$ cat src/rtl/rf_pkg.sv
// rf_pkg: shared constants, types and wordline decode for the
// register-file read controller.
package rf_pkg;

  localparam int DATA_W   = 16;
  localparam int NUM_REGS = 16;
  localparam int IDX_W    = $clog2(NUM_REGS);

  typedef logic [IDX_W-1:0]  reg_idx_t;
  typedef logic [DATA_W-1:0] reg_data_t;

  typedef enum logic [1:0] {
    ST_IDLE  = 2'd0,
    ST_DRIVE = 2'd1,
    ST_HOLD  = 2'd2
  } port_state_e;

  // Register 0 is hardwired zero, so its wordline never fires.
  function automatic logic [NUM_REGS-1:0] rd_decode(reg_idx_t idx);
    logic [NUM_REGS-1:0] v;
    v      = '0;
    v[idx] = 1'b1;
    v[0]   = 1'b0;
    return v;
  endfunction

endpackage

$ cat src/rtl/rf_read_ctrl_if.sv
// rf_read_ctrl_if: request/response handshakes, wordlines, bitlines
// and write snoop between decode, controller and register array.
interface rf_read_ctrl_if;
  import rf_pkg::*;

  logic                req1_valid;
  logic                req1_ready;
  reg_idx_t            req1_idx;
  logic                rsp1_valid;
  logic                rsp1_ready;
  reg_data_t           rsp1_data;
  logic                req2_valid;
  logic                req2_ready;
  reg_idx_t            req2_idx;
  logic                rsp2_valid;
  logic                rsp2_ready;
  reg_data_t           rsp2_data;
  logic [NUM_REGS-1:0] rd_en1;
  logic [NUM_REGS-1:0] rd_en2;
  reg_data_t           bitline1;
  reg_data_t           bitline2;
  logic                wr_en;
  reg_idx_t            wr_idx;
  reg_data_t           wr_data;

  modport slave (
    input  req1_valid, req1_idx, rsp1_ready,
    input  req2_valid, req2_idx, rsp2_ready,
    input  bitline1, bitline2,
    input  wr_en, wr_idx, wr_data,
    output req1_ready, rsp1_valid, rsp1_data,
    output req2_ready, rsp2_valid, rsp2_data,
    output rd_en1, rd_en2
  );

  modport master (
    output req1_valid, req1_idx, rsp1_ready,
    output req2_valid, req2_idx, rsp2_ready,
    output bitline1, bitline2,
    output wr_en, wr_idx, wr_data,
    input  req1_ready, rsp1_valid, rsp1_data,
    input  req2_ready, rsp2_valid, rsp2_data,
    input  rd_en1, rd_en2
  );

endinterface

$ cat src/rtl/rf_read_port.sv
// rf_read_port: one read port FSM (IDLE/DRIVE/HOLD), wordline decode
// and capture register. Bypass of a colliding write under RF_BYPASS_EN.
module rf_read_port
  import rf_pkg::*;
(
  input  logic                clk,
  input  logic                rst_n,
  input  logic                i_req_valid,
  output logic                o_req_ready,
  input  reg_idx_t            i_req_idx,
  output logic                o_rsp_valid,
  input  logic                i_rsp_ready,
  output reg_data_t           o_rsp_data,
  output logic [NUM_REGS-1:0] o_rd_en,
  input  reg_data_t           i_bitline,
  input  logic                i_wr_en,
  input  reg_idx_t            i_wr_idx,
  input  reg_data_t           i_wr_data
);

  port_state_e r_state;
  reg_idx_t    r_idx;
  reg_data_t   r_data;
  reg_data_t   w_cap;

  always_comb begin
    if (r_idx == '0) w_cap = '0;
`ifdef RF_BYPASS_EN
    else if (i_wr_en && i_wr_idx == r_idx) w_cap = i_wr_data;
`endif
    else w_cap = i_bitline;
  end

`ifndef RF_BYPASS_EN
  logic w_unused;
  assign w_unused = ^{i_wr_en, i_wr_idx, i_wr_data};
`endif

  always_ff @(posedge clk or negedge rst_n) begin
    if (!rst_n) begin
      r_state <= ST_IDLE;
      r_idx   <= '0;
      r_data  <= '0;
    end else begin
      unique case (r_state)
        ST_IDLE: begin
          if (i_req_valid) begin
            r_idx   <= i_req_idx;
            r_state <= ST_DRIVE;
          end
        end
        ST_DRIVE: begin
          r_data  <= w_cap;
          r_state <= ST_HOLD;
        end
        ST_HOLD: begin
          if (i_rsp_ready) begin
            if (i_req_valid) begin
              r_idx   <= i_req_idx;
              r_state <= ST_DRIVE;
            end else begin
              r_state <= ST_IDLE;
            end
          end
        end
        default: r_state <= ST_IDLE;
      endcase
    end
  end

  // Wordline is a pure function of state so an async reset drops it at once.
  assign o_rd_en     = (r_state == ST_DRIVE) ? rd_decode(r_idx) : '0;
  assign o_req_ready = (r_state == ST_IDLE) ||
                       ((r_state == ST_HOLD) && i_rsp_ready);
  assign o_rsp_valid = (r_state == ST_HOLD);
  assign o_rsp_data  = r_data;

endmodule

$ cat src/rtl/rf_read_ctrl.sv
// rf_read_ctrl: two independent read ports onto the 16x16 register array.
// Define RF_BYPASS_EN to forward a same-cycle write into a colliding read.
module rf_read_ctrl
  import rf_pkg::*;
(
  input  logic         clk,
  input  logic         rst_n,
  rf_read_ctrl_if.slave bus
);

  rf_read_port u_port1 (
    .clk         (clk),
    .rst_n       (rst_n),
    .i_req_valid (bus.req1_valid),
    .o_req_ready (bus.req1_ready),
    .i_req_idx   (bus.req1_idx),
    .o_rsp_valid (bus.rsp1_valid),
    .i_rsp_ready (bus.rsp1_ready),
    .o_rsp_data  (bus.rsp1_data),
    .o_rd_en     (bus.rd_en1),
    .i_bitline   (bus.bitline1),
    .i_wr_en     (bus.wr_en),
    .i_wr_idx    (bus.wr_idx),
    .i_wr_data   (bus.wr_data)
  );

  rf_read_port u_port2 (
    .clk         (clk),
    .rst_n       (rst_n),
    .i_req_valid (bus.req2_valid),
    .o_req_ready (bus.req2_ready),
    .i_req_idx   (bus.req2_idx),
    .o_rsp_valid (bus.rsp2_valid),
    .i_rsp_ready (bus.rsp2_ready),
    .o_rsp_data  (bus.rsp2_data),
    .o_rd_en     (bus.rd_en2),
    .i_bitline   (bus.bitline2),
    .i_wr_en     (bus.wr_en),
    .i_wr_idx    (bus.wr_idx),
    .i_wr_data   (bus.wr_data)
  );

endmodule
$ cat src/flat_wrapper.sv
// flat-port wrapper written by rule: the top's interface ports become plain ports
module rf_read_ctrl_flat import rf_pkg::*;
  (clk, rst_n, bus_req1_valid, bus_req1_idx, bus_rsp1_ready, bus_req2_valid, bus_req2_idx, bus_rsp2_ready, bus_bitline1, bus_bitline2, bus_wr_en, bus_wr_idx, bus_wr_data, bus_req1_ready, bus_rsp1_valid, bus_rsp1_data, bus_req2_ready, bus_rsp2_valid, bus_rsp2_data, bus_rd_en1, bus_rd_en2);
  rf_read_ctrl_if bus_i ();
  input  logic clk;
  input  logic rst_n;
  input wire logic [$bits(bus_i.req1_valid)-1:0] bus_req1_valid;
  input wire logic [$bits(bus_i.req1_idx)-1:0] bus_req1_idx;
  input wire logic [$bits(bus_i.rsp1_ready)-1:0] bus_rsp1_ready;
  input wire logic [$bits(bus_i.req2_valid)-1:0] bus_req2_valid;
  input wire logic [$bits(bus_i.req2_idx)-1:0] bus_req2_idx;
  input wire logic [$bits(bus_i.rsp2_ready)-1:0] bus_rsp2_ready;
  input wire logic [$bits(bus_i.bitline1)-1:0] bus_bitline1;
  input wire logic [$bits(bus_i.bitline2)-1:0] bus_bitline2;
  input wire logic [$bits(bus_i.wr_en)-1:0] bus_wr_en;
  input wire logic [$bits(bus_i.wr_idx)-1:0] bus_wr_idx;
  input wire logic [$bits(bus_i.wr_data)-1:0] bus_wr_data;
  output wire logic [$bits(bus_i.req1_ready)-1:0] bus_req1_ready;
  output wire logic [$bits(bus_i.rsp1_valid)-1:0] bus_rsp1_valid;
  output wire logic [$bits(bus_i.rsp1_data)-1:0] bus_rsp1_data;
  output wire logic [$bits(bus_i.req2_ready)-1:0] bus_req2_ready;
  output wire logic [$bits(bus_i.rsp2_valid)-1:0] bus_rsp2_valid;
  output wire logic [$bits(bus_i.rsp2_data)-1:0] bus_rsp2_data;
  output wire logic [$bits(bus_i.rd_en1)-1:0] bus_rd_en1;
  output wire logic [$bits(bus_i.rd_en2)-1:0] bus_rd_en2;
  assign bus_i.req1_valid = bus_req1_valid;
  assign bus_i.req1_idx = bus_req1_idx;
  assign bus_i.rsp1_ready = bus_rsp1_ready;
  assign bus_i.req2_valid = bus_req2_valid;
  assign bus_i.req2_idx = bus_req2_idx;
  assign bus_i.rsp2_ready = bus_rsp2_ready;
  assign bus_i.bitline1 = bus_bitline1;
  assign bus_i.bitline2 = bus_bitline2;
  assign bus_i.wr_en = bus_wr_en;
  assign bus_i.wr_idx = bus_wr_idx;
  assign bus_i.wr_data = bus_wr_data;
  assign bus_req1_ready = bus_i.req1_ready;
  assign bus_rsp1_valid = bus_i.rsp1_valid;
  assign bus_rsp1_data = bus_i.rsp1_data;
  assign bus_req2_ready = bus_i.req2_ready;
  assign bus_rsp2_valid = bus_i.rsp2_valid;
  assign bus_rsp2_data = bus_i.rsp2_data;
  assign bus_rd_en1 = bus_i.rd_en1;
  assign bus_rd_en2 = bus_i.rd_en2;
  rf_read_ctrl u_core (.clk(clk), .rst_n(rst_n), .bus(bus_i));
endmodule
$ cat config.mk
export PLATFORM = sky130hd
export DESIGN_NAME = rf_read_ctrl_flat
export DESIGN_NICKNAME = d
export VERILOG_FILES = /design/src/rtl/rf_pkg.sv /design/src/rtl/rf_read_ctrl_if.sv /design/src/rtl/rf_read_port.sv /design/src/rtl/rf_read_ctrl.sv /design/src/flat_wrapper.sv
export SDC_FILE = /design/constraint.sdc
export NUM_CORES = 1
export LEC_CHECK = 0
export BUFFER_PORTS_ARGS = -buffer_cell sky130_fd_sc_hd__buf_2
export CORE_UTILIZATION = 45
export CTS_BUF_LIST = sky130_fd_sc_hd__clkbuf_2 sky130_fd_sc_hd__clkbuf_4 sky130_fd_sc_hd__clkbuf_8
export CTS_CLUSTER_DIAMETER = 100
export DETAILED_ROUTE_END_ITERATION = 7
export PLACE_DENSITY = 0.86
export SLEW_MARGIN = 20
export SYNTH_ARGS = -nofsm -noshare
export SYNTH_HDL_FRONTEND = slang
export SYNTH_SLANG_ARGS = --single-unit
$ cat constraint.sdc
create_clock -name clk -period 3 [get_ports clk]
set_input_delay 0 -clock clk [delete_from_list [all_inputs] [get_ports clk]]
set_output_delay 0 -clock clk [all_outputs]
set_load 0.01 [all_outputs]
Word level (Yosys, flattened, before mapping)
Index checks and enable logic that the tools add are counted.

operators by class
  magnitude comparators = 4
  equal/unequal tests = 8
  muxes and demuxes = 22
  reduce and logical (&&, ||, !) cells = 16

operators by type and width
  kind                                                 number
  2-to-1 mux 16 bit                                    4
  2-to-1 mux 4 bit                                     4
  case mux 4 bit (2 select lines)                      2
  case mux 2 bit (3 select lines)                      2
  < comparator 4 x 5 -> 1 bit, second input constant   2
  demux 1 bit (select 4 bit)                           2
  >= comparator 4 x 1 -> 1 bit, second input constant  2
  logical NOT 4 bit                                    2
  2-to-1 mux 2 bit                                     4
  inequality test 2 bit, second input constant         4
  AND reduction 2 bit                                  4
  equality test 2 x 1 -> 1 bit, second input constant  2
  equality test 2 bit, second input constant           2
  logical AND 1 bit                                    4
  logical NOT 2 bit                                    2
  2-to-1 mux 1 bit                                     4
  nonzero test 2 bit                                   2
  logical OR 1 bit                                     2

storage, ports and cells
  register bits = 44
  output and inout bits = 68

Depth between registers and ports, before layout
Gate-level depths: netlist (run 1).

  word-level depth = 5
  depth in mapped cells = 4
  gate-level depth less buffers = 3

By module
Synthesis (run 1) repeated with hierarchy kept, for this count alone.

unflattened totals
  cells, all modules = 155
  area total of the unflattened synthesis = 1926.8 um^2

modules (own cells, without submodules)
  module                          instances  cells an instance  area an instance (um^2)  seq. area each (um^2)
  rf_read_port at u_core.u_port1  1          77                 965.9                    550.5
  rf_read_port at u_core.u_port2  1          78                 960.9                    550.5

Least setup slack after synthesis (run 1)
No wires, ideal clock.

  path kind = reg-to-reg
  start = register u_core.u_port1.r_idx[2]
  end = register u_core.u_port1.r_data[0], in the netlist u_core.u_port1.o_rsp_data[0]
  setup time = 0.121 ns
  arrival = 1.136 ns
  required time = 2.879 ns
  slack = 1.743 ns
  stages on the path, launching flop included = 5
  path buffers = 1
  clock period less this slack = 1.257 ns
  path through = dfrtp_1 > nor4_4 > nor2_4 > buf_6 > a22o_1

between the ends
  longest elaborated chain between the ends = 2

ends and longest elaborated chain
  what                    RTL line            RTL
  start, declared         rf_read_port.sv:22  reg_idx_t r_idx;
  start signal, assigned  rf_read_port.sv:48  r_idx <= i_req_idx;
  start signal, assigned  rf_read_port.sv:59  r_idx <= i_req_idx;
  logical NOT 4 bit       rf_read_port.sv:27  if (r_idx == '0) w_cap = '0;
  2-to-1 mux 16 bit       rf_read_port.sv:27
  end signal, assigned    rf_read_port.sv:53  r_data <= w_cap;
  end, declared           rf_read_port.sv:23  reg_data_t r_data;

No other way between the ends.
A chain may end at the register's enable or synchronous reset.

Worst setup path after layout (run 1)
  start = register u_core.u_port2.r_state[0]
  end = output port bus_rd_en2[3]

between the ends
  longest elaborated chain between the ends = 2

ends and longest elaborated chain
  what                          RTL line            RTL
  start, declared               rf_read_port.sv:21  port_state_e r_state;
  start signal, assigned        rf_read_port.sv:41  r_state <= ST_IDLE;
  start signal, assigned        rf_read_port.sv:49  r_state <= ST_DRIVE;
  start signal, assigned        rf_read_port.sv:54  r_state <= ST_HOLD;
  equality test 2 x 1 -> 1 bit  rf_read_port.sv:72  assign o_rd_en = (r_state == ST_DRIVE) ? rd_decode(r_idx) : '0;
  2-to-1 mux 16 bit             rf_read_port.sv:72
  end, declared                 flat_wrapper.sv:25  output wire logic [$bits(bus_i.rd_en2)-1:0] bus_rd_en2;

No other way between the ends.

==> flow_summary.toml, run 1 <==
[floorplan]
die_h_um = 67.4
num_rows = 23
core-area_um2 = 4060
num_io_pins = 135
dieWidth_um = 67.4
start_util_pct = 47.5
die_area_um2 = 4540

[power_and_ir_drop]
switching_share_pct = 34.3
combinationalPowerShare_pct = 34.5
peakVddDrop_mv = 0.537
pwr-share-seq_pct = 44.8
clkPwrFrac_pct = 20.6
powerDensity_nw_per_um2 = 723
finalPower_mw = 2.20
netSwitchingPower_uw = 756
leakage_nw = 1.54
p_int_mw = 1.44

[placed_design]
placed_area_um2 = 2490
place.gp.congestion = 0.703
post-dp-hpwl_um = 2950
port_buffers = 111

[finish]
antenna_cells = 0
syn2layout_area_growth_pct = 58.2
ff_latch_area_um2 = 1100
multiInputGateArea_um2 = 771
fillers = 280
drive_gt1_share_pct = 40.2
nets = 377
fin_area_um2 = 3050

[sta]
skew_ns = 0.00741
fin_crit_ns = 1.97
worstMarginPinSlew_ns = 0.953
hold_violations = 0
rsz0062_at_grt = "no"
max_freq_ghz = 0.508
post-route-period-util_pct = 65.6
slew_viol_final = 0
holdWs_ns = 0.0216
setup_viol = 0
finalSetupTns_ns = 0
slew_headroom_pct = 36.5

[detailed_routing]
drtAntennaViolNets = 0
wl_per_cell_um = 14.7
drc = 0
vias = 1872
drt_pass1_iterations = 4
drt_iter0_drc = 63
viasPerCell = 5.19
routed_wl_um = 5320

[critical_path]
critPathMaxStageDelay_ns = 0.52
crit_path_top_delay_cell = "nand2b_1"
worstSetupStartpoint = "u_core.u_port2.r_state[0]"
path_cells = "nand2b_1 > nor4_1 > buf_2"
reg2regPathDepth = 3
end_kind = "output pin"
worstReg2RegStart = "u_core.u_port2.r_state[0]"
crit_fanout = 21
reg2reg_to = "u_core.u_port2.o_rsp_data[11]"
cp.arrival_ns = 1.97
r2r_slack_ns = 1.14
critPathLaunchType = "flip-flop"
critPathKind = "reg -> out"
worstPathRequired_ns = 3.00

[run_status]
status = "complete, no violations"

[worst_hold_path]
hold_depth = 2
hp-class = "in -> reg"
hold-path-endpoint = "u_core.u_port1.r_state[0]"
min_from = "bus_req1_valid"

[run]
cap_violations = 0

[yosys]
synthTopCellsByArea = "dfrtp_1 (57%), a22o_1 (15%), mux2_1 (4.7%), nor2_1 (3.9%), nor4_4 (2.2%)"
ys_async_sr_fraction_pct = 100
synth_area_leader_cell = "dfrtp_1"
syn_avg_cell_area_um2 = 12.4
synth_top_area_share_pct = 57.2
synth-seq-area-share_pct = 57.2
synth-edff-count = 0
synth_seq_cells = 44
synthCells = 155
ys_warn_count = 0
synth_cell_types = 20
syn-cell-area_um2 = 1930
dominantRegCellSynth = "dfrtp_1"

[grt]
busiest_layer = "met2"
grt_pass1_vias = 1626
use_met2_pct = 41.6
grt_start_max_net_pins = 45
antenna_found_initial = 0
met3_usage_pct = 6.76
grt_pass1_wl_um = 7820
grt_overflow = 0
grtUsageMet1_pct = 27.9
grt_usage_pct = 23.8

[clocking]
clk_pin_slew_ns = 0.09
clkLatencyLatePin_ns = 0.29
cts_max_level = 2
cts.sinks = 44
cts_root_buf = "clkbuf_8"
cts_tree = "done"
clk_path_buf_depth = 2
numCtsBuffers = 5
## state kept, by name, summed over array words and instances (netlist names)
register and flops:
u_core.u_port2.o_rsp_data 16, u_core.u_port2.r_idx 4, u_core.u_port1.o_rsp_data 16, u_core.u_port2.r_state 2, u_core.u_port1.r_idx 4, u_core.u_port1.r_state 2
## routing by layer
metal | up-vias | part of all wire [%]
met5 | - | 0
met4 | 0 | 1.7
met3 | 12 | 8.4
met2 | 100 | 50
met1 | 886 | 40
li1 | 874 | -
## power groups by stage
stage	registers (mW)	logic, mW	clock network (mW)
2_1_floorplan	1.05	0.341	0
3_3_place_gp	0.974	0.692	0
3_5_place_dp	0.980	0.708	0
4_1_cts	0.973	0.751	0.472
5_1_grt	1.02	0.825	0.490
6_report	0.986	0.760	0.454
## critical path: cells and delay by family (launching register included)
family / cells / cell delay, ns
simple gates: 2 / 0.98
buf+inv: 1 / 0.20
flops: 1 / 0.50
## cell families (layout without fill, tap and decap cells)
family,Yosys count,in the layout,share of synthesized area (%)
AOI/OAI and AO/OA,34,34,15.1
buffers and inverters,8,163,2.99
DFF,44,44,57.2
muxes,8,8,4.68
other,1,2,0.195
and+or+nand+nor,60,60,19.9
## cell usage after synthesis, types with 4 or more instances
| cell | count |
|---|---|
| nand2b_1 | 6 |
| nand3b_1 | 4 |
| buf_2 | 4 |
| a22o_1 | 32 |
| mux2_1 | 8 |
| nor4_1 | 6 |
| nor2b_1 | 6 |
| nor2_1 | 20 |
| nor3_1 | 6 |
| dfrtp_1 | 44 |
## stage by stage
step / setup slack, ns / utilization, % / std cells
finish: 1.03 / 75.1 / 361
global route: 0.915 / 75.1 / 361
CTS: 1.11 / 75.1 / 361
detailed placement: 1.24 / 61.4 / 309
global placement: 1.31 / 61.4 / 309
floorplan: 1.74 / - / 156
## layout make-up
class | count | area share, %
repair buffers | 155 | 32.7
clock inverters | 3 | 1.52
flip-flops and latches | 44 | 36.2
clock buffers | 5 | 2.26
multi-input cells | 104 | 25.3
well taps | 50 | 2.05
## layout by cell type, fill, tap and decap left out
| master | netlist | layout |
|---|---|---|
| nor4_4 | 2 | 2 |
| nor2_1 | 20 | 20 |
| clkinvlp_4 | 0 | 1 |
| nor2_4 | 2 | 2 |
| mux2_1 | 8 | 8 |
| bufinv_16 | 0 | 1 |
| dfrtp_1 | 44 | 44 |
| nand3_1 | 2 | 2 |
| conb_1 | 1 | 2 |
| nand2_1 | 2 | 2 |
| nand2b_1 | 6 | 6 |
| o21ai_1 | 2 | 2 |
| inv_6 | 0 | 1 |
| nor2b_1 | 6 | 6 |
| buf_2 | 4 | 111 |
| nor4_1 | 6 | 6 |
| nor3_1 | 6 | 6 |
| dlygate4sd3_1 | 0 | 44 |
| nor3b_4 | 2 | 2 |
| clkbuf_8 | 0 | 5 |
| or2b_1 | 2 | 2 |
| nand3b_1 | 4 | 4 |
| a22o_1 | 32 | 32 |
## worst max path at each step
stage | endpoint | slack (ns) | cells past startpoint
after detailed placement | u_core.u_port2.o_rsp_data[9] | 1.24 | 3
after floorplan | u_core.u_port1.o_rsp_data[0] | 1.74 | 4
after global routing | bus_rd_en2[2] | 0.92 | 3
final | bus_rd_en2[3] | 1.03 | 3
after CTS | bus_rd_en2[2] | 1.11 | 3
after global placement | u_core.u_port2.o_rsp_data[8] | 1.31 | 3
## what timing repair did
item,CTS,global route
setup buffers,0,0
hold endpoints to repair,87,0
hold buffers,44,0
gates resized for setup,0,0
Power figures use the tool's default switching activity.
==> run 2, diff against run 1 <==
- ABC_AREA: not set -> 1
- CORE_UTILIZATION: 45 -> 43
- PLACE_DENSITY: 0.86 -> 0.81
- clock period: 3 -> 2.1 ns (I/O delays scaled with it)
==> run 2 against run 1 <==
Net effect: the run now ends with design-rule violations left; total power up 37%; worst hold slack lost 0.011 ns; count of clock-buffer cells in the layout unchanged; clock skew fell by 0.0050 ns; synthesized cell count increased by 68%; die area up 12%; final cell count is 28% higher; first-iteration DRC count increased to 2.7 times the previous value; clock power increased by 2%; sequential power up 38%; critical endpoint is now bus_rd_en1[10].
==> flow_summary.toml, run 2 <==
[run_status]
status = "finished, violations left"
violations = "design-rule violations"

[critical_path]
critPathKind = "reg -> out"
critPathMaxStageDelay_ns = 0.42
critPathLaunchType = "flip-flop"
path_cells = "inv_2 > nor2_4 > nand2_1 > nor2_1 > buf_2"
end_kind = "output pin"
crit_path_top_delay_cell = "nor2_4"
worstReg2RegStart = "u_core.u_port2.r_state[1]"
reg2reg_to = "u_core.u_port2.o_rsp_data[4]"
cp.arrival_ns = 1.65
reg2regPathDepth = 4
worstPathRequired_ns = 2.10
crit_fanout = 21
r2r_slack_ns = 0.61

[power_and_ir_drop]
peakVddDrop_mv = 0.566
combinationalPowerShare_pct = 39.3
powerDensity_nw_per_um2 = 967
netSwitchingPower_mw = 1.17
switching_share_pct = 38.7
p_int_mw = 1.84
pwr-share-seq_pct = 45.3
clkPwrFrac_pct = 15.4
leakage_nw = 1.81

[yosys]
synthTopCellsByArea = "dfrtp_1 (53%), nand2_1 (18%), nand3_1 (8.3%), nor2_1 (6.6%), inv_1 (2.7%)"
ys_warn_count = 0
synth-seq-area-share_pct = 53.4
synth_most_common_cell = "nand2_1"
dominantRegCellSynth = "dfrtp_1"
synth-edff-count = 0
synth_top_area_share_pct = 53.4
syn-cell-area_um2 = 2060
synth_area_leader_cell = "dfrtp_1"
synth_cell_types = 16
syn_avg_cell_area_um2 = 7.93
ys_async_sr_fraction_pct = 100
synthCells = 260
synthTopCellsByCount = "nand2_1 (97), dfrtp_1 (44), nor2_1 (36)"
synth_seq_cells = 44

[floorplan]
start_util_pct = 46.1
die_h_um = 71.3
die_area_um2 = 5080
num_rows = 24
dieWidth_um = 71.3
num_io_pins = 135
core-area_um2 = 4470

[sta]
hold_violations = 0
slew_headroom_pct = 38.4
rsz0062_at_grt = "no"
fin_crit_ns = 1.65
post-route-period-util_pct = 78.6
skew_ns = 0.00239
max_freq_ghz = 0.606
finalSetupTns_ns = 0
setup_viol = 0
slew_viol_final = 0
worstMarginPinSlew_ns = 0.924
holdWs_ns = 0.0102

[worst_hold_path]
hp-class = "in -> reg"
hold_depth = 3
min_from = "bus_req2_valid"
hold-path-endpoint = "u_core.u_port2.r_idx[1]"

[clocking]
cts.sinks = 44
clk_path_buf_depth = 2
numCtsBuffers = 5
hold_buffers = 43
clkLatencyLatePin_ns = 0.28
post_cts.repair.setup_buffers = 0
cts_tree = "done"
post_cts_resized = 0
cts_max_level = 2
clk_pin_slew_ns = 0.07
cts_root_buf = "clkbuf_8"

[finish]
syn2layout_area_growth_pct = 51.0
antenna_cells = 0
final_common_cell = "buf_2"
fin_area_um2 = 3110
fillers = 345
nets = 479
final_cell_mix = "buf_2 (111), nand2_1 (97), dfrtp_1 (44), dlygate4sd3_1 (43), nor2_1 (36)"
drive_gt1_share_pct = 32.0

[placed_design]
post-dp-hpwl_um = 3500
placed_area_um2 = 2610
port_buffers = 111
place.gp.congestion = 0.729

[detailed_routing]
wl_per_cell_um = 12.5
drtAntennaViolNets = 0
drc = 10
vias = 2216
drt_iter0_drc = 172
viasPerCell = 4.80
drt_pass1_iterations = 8
routed_wl_um = 5790

[grt]
grt_start_max_net_pins = 45
grt_pass1_wl_um = 9140
grt_pass1_vias = 2073
grt_overflow = 0
antenna_found_initial = 0
grt_usage_pct = 23.4

[run]
cap_violations = 0
==> run 2: changes by cell type after synthesis, moves of 8 or more <==
cell | before | now
a22o_1 | 32 | 0
mux2_1 | 8 | 0
nand3_1 | 2 | 34
nor2_1 | 20 | 36
inv_1 | 0 | 15
nand4_1 | 0 | 8
nand2_1 | 2 | 97
==> run 2: worst max-delay path by stage <==
| stage | startpoint | end | slack, ns | cells after the start |
|---|---|---|---|---|
| finish | u_core.u_port1.r_state[0] | bus_rd_en1[10] | 0.45 | 5 |
| global route | u_core.u_port1.r_state[1] | bus_rd_en1[10] | 0.27 | 4 |
| CTS | u_core.u_port2.r_state[1] | bus_rd_en2[7] | 0.46 | 4 |
| detailed placement | u_core.u_port2.r_state[1] | u_core.u_port2.o_rsp_data[4] | 0.64 | 4 |
| global placement | u_core.u_port1.r_state[1] | u_core.u_port1.o_rsp_data[6] | 0.70 | 4 |
| floorplan | u_core.u_port2.r_idx[3] | u_core.u_port2.o_rsp_data[10] | 1.08 | 5 |
==> run 2: critical path, delay by kind of cell (launching register included) <==
kind	cells	cell delay, ns
buf+inv	2	0.23
simple gates	3	0.76
flops	1	0.36
==> run 2: power by group through the flow <==
| stage | sequential, mW | combinational (mW) | clock, mW |
|---|---|---|---|
| final | 1.36 | 1.18 | 0.464 |
| after global routing | 1.40 | 1.32 | 0.509 |
| after CTS | 1.35 | 1.17 | 0.477 |
| after detailed placement | 1.36 | 1.11 | 0 |
| after global placement | 1.35 | 1.07 | 0 |
| after floorplan | 1.48 | 0.540 | 0 |
==> run 2: cells by family (layout without fill, tap and decap cells) <==
kind of cell / Yosys count / in the layout / share of synthesized area (%)
buffers and inverters: 29 / 178 / 6.98
flip-flops: 44 / 44 / 53.4
other: 1 / 2 / 0.182
AND/OR/NAND/NOR: 186 / 186 / 39.4
==> run 2: cell type report <==
| cell class | count | area, um^2 | share of cell area [%] |
|---|---|---|---|
| flip-flops and latches | 44 | 1100 | 35.4 |
| repair buffers | 154 | 986 | 31.7 |
| multi-input cells | 188 | 821 | 26.4 |
| inverters | 19 | 71.3 | 2.29 |
| clock buffers | 5 | 68.8 | 2.21 |
| well taps | 52 | 65.1 | 2.09 |
==> run 2: metal layers <==
metal	GRT usage, %	vias to the layer above	wire (um)
li1	-	1108	-
met1	27.4	996	2360
met2	42.3	100	3010
met3	4.36	12	308
met4	9.33	0	112
met5	0	-	0
==> run 2: stage by stage <==
step	instances	worst slack (ns)	power [mW]	utilization, %
after floorplan	261	1.08	2.02	-
after global placement	414	0.698	2.42	58.4
after detailed placement	414	0.636	2.46	58.4
after CTS	462	0.457	2.99	69.6
after global routing	462	0.269	3.23	69.6
final	462	0.450	3.01	69.6
==> run 3, diff against run 2 <==
- ABC_AREA: 1 -> 0
- CORE_UTILIZATION: 43 -> 38
- PLACE_DENSITY: 0.81 -> 0.77
- clock period: 2.1 -> 1.4 ns (I/O delays scaled with it)
==> run 3 against run 2 <==
Net effect: the flow finishes with violations (negative setup slack); first-iteration DRC count is 60% lower; clock skew increased by 0.00054 ns; final cell count down 13%; final area up 12%; register-to-register slack lost 0.66 ns; worst hold slack better by 0.11 ns; sequential power increased by 54%; wire length grew 9.8%; core utilization grew 3.0 points; critical path type unchanged; largest power group is now combinational logic; highest routed layer unchanged.
==> flow_summary.toml, run 3 (synthesis gave the netlist of run 1 again) <==
[run_status]
status = "finished, violations left"
violations = "negative setup slack"

[detailed_routing]
wl_per_cell_um = 15.7
viasPerCell = 4.95
drtAntennaViolNets = 0
vias = 1999
routed_wl_um = 6360
drc = 0
drt_iter0_drc = 69
drt_pass1_iterations = 4

[finish]
fin_area_um2 = 3470
fin_cells = 404
fillers = 295
drive_gt1_share_pct = 55.2
final_common_cell = "buf_2"
nets = 404
antenna_cells = 0
final_cell_mix = "buf_2 (111), dlygate4sd3_1 (43), dfrtp_1 (37), a22o_1 (32), nor2_1 (20)"
syn2layout_area_growth_pct = 80.3
fin_util_pct = 72.5

[clocking]
numCtsBuffers = 5
cts_root_buf = "clkbuf_8"
cts.sinks = 44
clkLatencyLatePin_ns = 0.29
clk_pin_slew_ns = 0.08
cts_max_level = 2
clk_path_buf_depth = 2
cts_tree = "done"

[grt]
grt_usage_pct = 21.8
grt_overflow = 0
grt_pass1_vias = 1838
antenna_found_initial = 0
grt_start_max_net_pins = 24
grt_pass1_wl_um = 8760

[power_and_ir_drop]
pwr-share-seq_pct = 41.5
switching_share_pct = 35.9
combinationalPowerShare_pct = 43.7
leakage_nw = 1.74
peakVddDrop_mv = 0.850
p_int_mw = 3.25
finalPower_mw = 5.06
netSwitchingPower_mw = 1.82
clkPwrFrac_pct = 14.7
powerDensity_nw_per_um2 = 1460

[floorplan]
dieWidth_um = 73.2
core-area_um2 = 4790
num_io_pins = 135
die_h_um = 73.2
num_rows = 25
die_area_um2 = 5360
start_util_pct = 40.2

[placed_design]
port_buffers = 111
post-dp-hpwl_um = 3270
placed_area_um2 = 2600
placed_cells = 335
place.gp.congestion = 0.782

[critical_path]
cp.arrival_ns = 1.45
critPathLaunchType = "flip-flop"
end_kind = "output pin"
crit_fanout = 4
worstPathRequired_ns = 1.40
reg2regPathDepth = 5
critPathKind = "reg -> out"

[sta]
hold_violations = 0
holdWs_ns = 0.120
setup_ws_ns = -0.0491
worstMarginPinSlew_ns = 0.530
skew_ns = 0.00293
max_freq_ghz = 0.690
rsz0062_at_grt = "yes"
fin_crit_ns = 1.45
slew_viol_final = 0
slew_headroom_pct = 64.7
post-route-period-util_pct = 104
setup_viol = 21

[worst_hold_path]
hold_depth = 3
hp-class = "in -> reg"

[run]
cap_violations = 0
-- run 3: layer usage --
layer	GRT usage [%]	part of all wire (%)
met5	0	0
met4	5.88	1.0
met3	5.39	6.9
met2	38.3	50
met1	26.5	42
-- run 3: cell type report --
class | instances | area [um^2] | area share (%)
timing repair buffer | 181 | 1250 | 35.9
multi-input combinational | 105 | 950 | 27.4
clock buffer | 5 | 68.8 | 1.98
sequential | 44 | 1110 | 32.0
tap | 67 | 83.8 | 2.41
clock inverter | 2 | 12.5 | 0.360
-- run 3: path summary, 6_finish.rpt --
kind | slack (ns) | end | startpoint
hold reg to reg | 0.50 | u_core.u_port2.o_rsp_data[7] | u_core.u_port2.o_rsp_data[7]
max in group asynchronous | 0.63 | u_core.u_port2.r_idx[2] | rst_n
hold / removal | 0.12 | u_core.u_port2.r_state[0] | bus_req2_valid
min in group asynchronous | 0.25 | u_core.u_port2.r_idx[0] | rst_n
setup / recovery | -0.05 | bus_rd_en1[7] | u_core.u_port1.r_state[1]
setup reg to reg | -0.05 | u_core.u_port2.r_idx[2] | u_core.u_port2.r_state[1]
-- run 3: metrics by stage --
stage / setup TNS, ns / setup WS (ns)
detailed placement: 0 / 0.0265
floorplan: 0 / 0.143
global placement: 0 / 0.0557
finish: -0.612 / -0.0491
CTS: -0.421 / -0.106
global route: -2.71 / -0.157
-- run 3: power by group through the flow --
stage	Clock (mW)	Sequential, mW	Combinational (mW)
2_1_floorplan	0	2.26	0.731
3_3_place_gp	0	2.05	1.62
3_5_place_dp	0	2.06	1.66
4_1_cts	0.767	2.05	1.91
5_1_grt	0.832	2.16	2.38
6_report	0.746	2.10	2.22
-- run 3: critical path: stages, from the launching register on --
cell	delay, ns
dfrtp_1	0.44
nor2b_2	0.18
nand3_1	0.19
nor2_1	0.20
buf_2	0.15
-- run 3: repair_timing --
action | 4_1_cts | 5_1_grt
gates cloned | 0 | 1
hold buffers | 43 | 0
endpoints found under the hold margin | 63 | 0
pin swaps | 1 | 14
setup buffers | 12 | 9
gates resized for setup | 19 | 32
endpoints found under the setup margin | 30 | 41
